`src/rtl/rns_mod_reducer_9_bit.sv`:
```
// Sequential restoring divider: reduces a 9-bit product modulo MODULUS, one quotient
// bit per cycle MSB first, and returns both residue and quotient over a valid/ready pair.
module rns_mod_reducer_9_bit #(
   parameter int MODULUS = 61
) (
   input  logic       clk,
   input  logic       rst_n,
   input  logic       in_valid,
   output logic       in_ready,
   input  logic [8:0] product,
   output logic       out_valid,
   input  logic       out_ready,
   output logic [5:0] residue,
   output logic [8:0] quotient
);

   localparam logic [1:0] ST_IDLE = 2'd0;
   localparam logic [1:0] ST_CALC = 2'd1;
   localparam logic [1:0] ST_DONE = 2'd2;

   localparam logic [6:0] MOD7 = 7'(MODULUS);

   logic [1:0] r_state;
   logic [1:0] w_state_next;
   logic [8:0] r_shift;
   logic [6:0] r_rem;
   logic [8:0] r_quo;
   logic [3:0] r_cnt;
   logic       r_in_ready;
   logic [5:0] r_residue;
   logic [8:0] r_quotient;

   logic [6:0] w_t;
   logic       w_ge;
   logic [6:0] w_rem_next;
   logic [8:0] w_quo_next;
   logic       w_in_hs;
   logic       w_out_hs;

   // One restoring step: the remainder stays below MODULUS, so t never exceeds 2*MODULUS-1.
   assign w_t        = {r_rem[5:0], r_shift[8]};
   assign w_ge       = (w_t >= MOD7);
   assign w_rem_next = w_ge ? (w_t - MOD7) : w_t;
   assign w_quo_next = {r_quo[7:0], w_ge};

   assign w_in_hs  = (r_state == ST_IDLE) && r_in_ready && in_valid;
   assign w_out_hs = (r_state == ST_DONE) && out_ready;

   always_comb begin
      // NOTE: default first so every path assigns the next state and no latch is inferred.
      w_state_next = r_state;
      case (r_state)
         ST_IDLE: if (w_in_hs) w_state_next = ST_CALC;
         ST_CALC: if (r_cnt == 4'd0) w_state_next = ST_DONE;
         ST_DONE: if (w_out_hs) w_state_next = ST_IDLE;
         default: w_state_next = ST_IDLE;
      endcase
   end

   // NOTE: state is updated with non-blocking assignments so all registers see pre-edge values.
   always_ff @(posedge clk or negedge rst_n) begin
      if (!rst_n) begin
         r_state    <= ST_IDLE;
         r_shift    <= '0;
         r_rem      <= '0;
         r_quo      <= '0;
         r_cnt      <= '0;
         r_in_ready <= 1'b0;
         r_residue  <= '0;
         r_quotient <= '0;
      end else begin
         r_state    <= w_state_next;
         // Registered so that in_ready stays low through reset and rises one edge after release.
         r_in_ready <= (w_state_next == ST_IDLE);
         case (r_state)
            ST_IDLE: begin
               if (w_in_hs) begin
                  r_shift <= product;
                  r_rem   <= '0;
                  r_quo   <= '0;
                  r_cnt   <= 4'd8;
               end
            end
            ST_CALC: begin
               r_shift <= {r_shift[7:0], 1'b0};
               r_rem   <= w_rem_next;
               r_quo   <= w_quo_next;
               if (r_cnt == 4'd0) begin
                  // Outputs are held in separate registers so they never show partial results.
                  r_residue  <= w_rem_next[5:0];
                  r_quotient <= w_quo_next;
               end else begin
                  r_cnt <= r_cnt - 4'd1;
               end
            end
            default: ;
         endcase
      end
   end

   assign in_ready  = r_in_ready;
   assign out_valid = (r_state == ST_DONE);
   assign residue   = r_residue;
   assign quotient  = r_quotient;

endmodule

```
`config.mk`:
```
export PLATFORM = sky130hd
export DESIGN_NAME = rns_mod_reducer_9_bit
export DESIGN_NICKNAME = d
export VERILOG_FILES = /design/src/rtl/rns_mod_reducer_9_bit.sv
export SDC_FILE = /design/constraint.sdc
export NUM_CORES = 1
export LEC_CHECK = 0
export BUFFER_PORTS_ARGS = -buffer_cell sky130_fd_sc_hd__buf_2
export CORE_MARGIN = 8
export CORE_UTILIZATION = 59
export CTS_BUF_LIST = sky130_fd_sc_hd__clkbuf_2
export DETAILED_ROUTE_END_ITERATION = 16
export MAX_ROUTING_LAYER = met4
export PLACE_DENSITY = 0.91
export SLEW_MARGIN = 25
export SYNTH_ARGS = -nofsm -noshare
export SYNTH_HDL_FRONTEND = slang
export SYNTH_SLANG_ARGS = --single-unit
export TNS_END_PERCENT = 30
```
`constraint.sdc`:
```
create_clock -name clk -period 5.3 [get_ports clk]
set_clock_uncertainty 0.1 [all_clocks]
set_input_delay 1.06 -clock clk [delete_from_list [all_inputs] [get_ports clk]]
set_output_delay 1.06 -clock clk [all_outputs]
set_load 0.03 [all_outputs]
```
==> results.md <==
- Status: completed
- Final antenna-violating net count: 0
- Area contributors post-synth: dfrtp_1 (56%), mux2_4 (8.2%), nand2_1 (4.6%)
- Final setup fails: 0
- Main combinational cell family by area after synthesis: compound AO/OA/AOI/OAI gates
- Global-route wire length before repair: about 6700 microns
- Post-synth EDFFs: 0
- Worst-skew pair later-pin latency: 0.40 ns
- Most frequent cell after synthesis: dfrtp_1
- CP Class: reg2out
- Final period util: 0.473
- Non-Filler Instances: between 200 and 300
- Main synth FF type: dfrtp_1
- Initial antenna violation count: 0
- Crit. Startpoint: r_state[0]
- RSZ-0062 raised after global routing: no
- Final hold violation count: 0
- Setup TNS: 0 ns
- Async set-or-reset flop fraction in the synthesized netlist: 1.00
- Cell variety after synth: 34
- Placer congestion estimate: 0.860
- Critical Path AT: approximately 1.4 ns
- Post-Syn Instances: about 180
- Slew @ Worst Pin: between 0.7 and 0.8 ns
- Detailed Route WL: roughly 3800 microns
- Max rail drop VDD: between 0.0003 and 0.0004 V
- First-pass detailed-route iteration total: 4
- Setup WS pre-CTS: 3.05 ns
- Synth Area in Compound Gates: 0.149
- DRT iter0 DRCs: roughly 150
- Crit Path Max Fanout: 7
- Tot Pwr: about 1.3 mW
- Flop-to-flop setup slack: between 3 and 4 ns
- Worst R2R End: quotient[4]
- Vias in the first global route: ~1500
- Site Rows: 21
- Worst hold path class: reg2reg
- Worst Setup End Kind: output pin
- CTS Buf Count: 5
- Total clock sinks: 45
- F_max: roughly 400 MHz
- Global route overflow: 0
- Via count: ~1400
- Max-cap viol count: 0
- Simple-gate share of the synthesized area: 0.126
- Routed len/inst: between 10 and 15 microns
- Synth Area in Adders: 0.0248
- H-Tree Level Count: 2
- R2R cell count: 3
- Setup WS post-layout: approximately 2.8 ns
- Synth warn: 0
- Crit path capture: out_valid
- Overall routing resource usage: 0.159
- Max Slew Vio Count: 0
- Clk buf depth: 2
- Leakage Power: ~1.1 nW
- Die width: approximately 74 microns
- Core area: around 0.0033 sq mm
- Reg clk slew, reported paths: roughly 0.20 ns
- Syn nets: 201
- Commonest cells in the netlist: dfrtp_1 (45), nand2_1 (25), o21ai_0 (12)
- Post-cts resize count: 0
- Total setup buffers inserted after CTS: 0
- Crit path time final: approximately 2.5 ns
- Worst Setup Start Kind: flip-flop
- Design area: 0.00220 sq mm
- IO Pins: 30
- Die height: between 70 and 80 microns
- Utilization after layout: 0.666
- Placed cell count: around 250
- Starting density of the core: 0.610
- Hold_ws: 0.408 ns
- Clk root buf: clkbuf_2
- P&R area growth vs syn: 9.24%
- DRC: 0
- Hold_buf cts: 0
- Largest net degree at the start of global routing: between 40 and 50
- Vias/cell: roughly 5.6
- Placed inst area: roughly 0.0022 sq mm
- Fillers: around 280
- Port bufs: 29
- Synth area leader: dfrtp_1
- Mean Syn Cell Area: 11.0 sq um
- Yosys reg bits: 45
- Sequential area share after synthesis: 0.558
- CP Cell Sequence: nand2b_1 > inv_1 > buf_2
- Max_slew headroom: 0.512
- Xor/xnor share of the synthesized area: 0.0130
- Required @ worst endpoint: roughly 4.1 ns
- Yosys top cell area share: 0.558
- Antenna Diode Count: 0
- Share of layout cells above drive strength 1: 0.244
- CTS tree: built
- Die area: roughly 0.0055 sq mm
- FF-to-FF Start: r_state[1]
- Dpl hpwl: about 2700 microns
- CP max stage cell: dfrtp_1
- Multiplexer share of the synthesized area: 0.0818
- Max incr delay on CP: 0.49 ns
- Nets@finish: between 200 and 250
- PD cells: between 600 and 700 mW/mm^2
- Synthesized area: 0.00202 sq mm
[cell usage in the layout, fill, tap and decap left out]
master     instances
nand2_1           25
a31oi_1            1
clkbuf_2           5
nand2b_1           4
xor2_1             2
nor3b_1            1
dfrtp_1           45
mux2_4            11
o2111ai_1          2
or2_1              1
nor2b_2            1
o21ai_1            6
o22ai_1            6
a41o_1             2
nor3_2             1
or2_4              1
and2_4             1
a22o_1             3
a32o_1             1
a222oi_1           3
buf_2             28
nor2_1            11
o21ai_0           12
o31ai_1            3
a21oi_1            5
xnor2_1            1
or3b_4             1
buf_4              1
nand3_1            6
o21a_1             1
or3_1              1
ha_1               4
nor3_1             1
clkinv_2           1
o31a_1             1
inv_1             10
[flip-flops by register name (all words and copies together), names as in the netlist]
| name | flops |
|---|---|
| quotient | 9 |
| residue | 6 |
| r_shift | 9 |
| in_ready | 1 |
| r_state | 2 |
| r_rem | 6 |
| r_cnt | 4 |
| r_quo | 8 |
[power by group]
group / internal, mW / leakage, nW / switching (mW)
registers: 0.483 / 0.581 / 0.121
logic: 0.239 / 0.523 / 0.374
clock network: 0.0269 / 0.0247 / 0.0996
total: 0.748 / 1.13 / 0.595
[logic make-up (layout without fill, tap and decap cells)]
logic type               count (synthesis)  count (layout)
AO/OA/AOI/OAI                           46              46
XOR/XNOR                                 3               3
adder cells (fa/ha/maj)                  4               4
buffers and inverters                   20              45
flip-flops                              45              45
multiplexers                            11              11
AND/OR/NAND/NOR                         55              55
[how the worst min path moves through the flow]
stage	endpoint	depth (start not counted)	slack (ns)	from
after floorplan	r_shift[1]	2	0.36	r_shift[1]
after global placement	residue[1]	2	0.36	residue[1]
after detailed placement	residue[4]	2	0.37	residue[4]
after CTS	residue[4]	2	0.41	residue[4]
after global routing	residue[4]	2	0.43	residue[4]
final	residue[4]	2	0.41	residue[4]
[critical path: cells and delay by family, from the launching register on]
kind	cells	cell delay (ns)
buffers and inverters	2	0.26
DFF	1	0.49
and+or+nand+nor	1	0.22
[routing by layer]
layer,up-vias,global-route usage,part of all wire
li1,698,-,-
met1,700,0.197,0.46
met2,33,0.244,0.48
met3,4,0.0404,0.057
met4,0,0.0630,0.0084
met5,-,-,0
[final cells by class]
| type | instances | area [sq um] | share of cell area |
|---|---|---|---|
| tap | 46 | 57.6 | 0.0261 |
| clock buffer | 5 | 25.0 | 0.0114 |
| sequential | 45 | 1130 | 0.511 |
| timing repair buffer | 29 | 148 | 0.0670 |
| inverter | 10 | 37.5 | 0.0170 |
| multi-input combinational | 119 | 806 | 0.365 |
| clock inverter | 1 | 5.00 | 0.00227 |
Power figures use the tool's default switching activity.
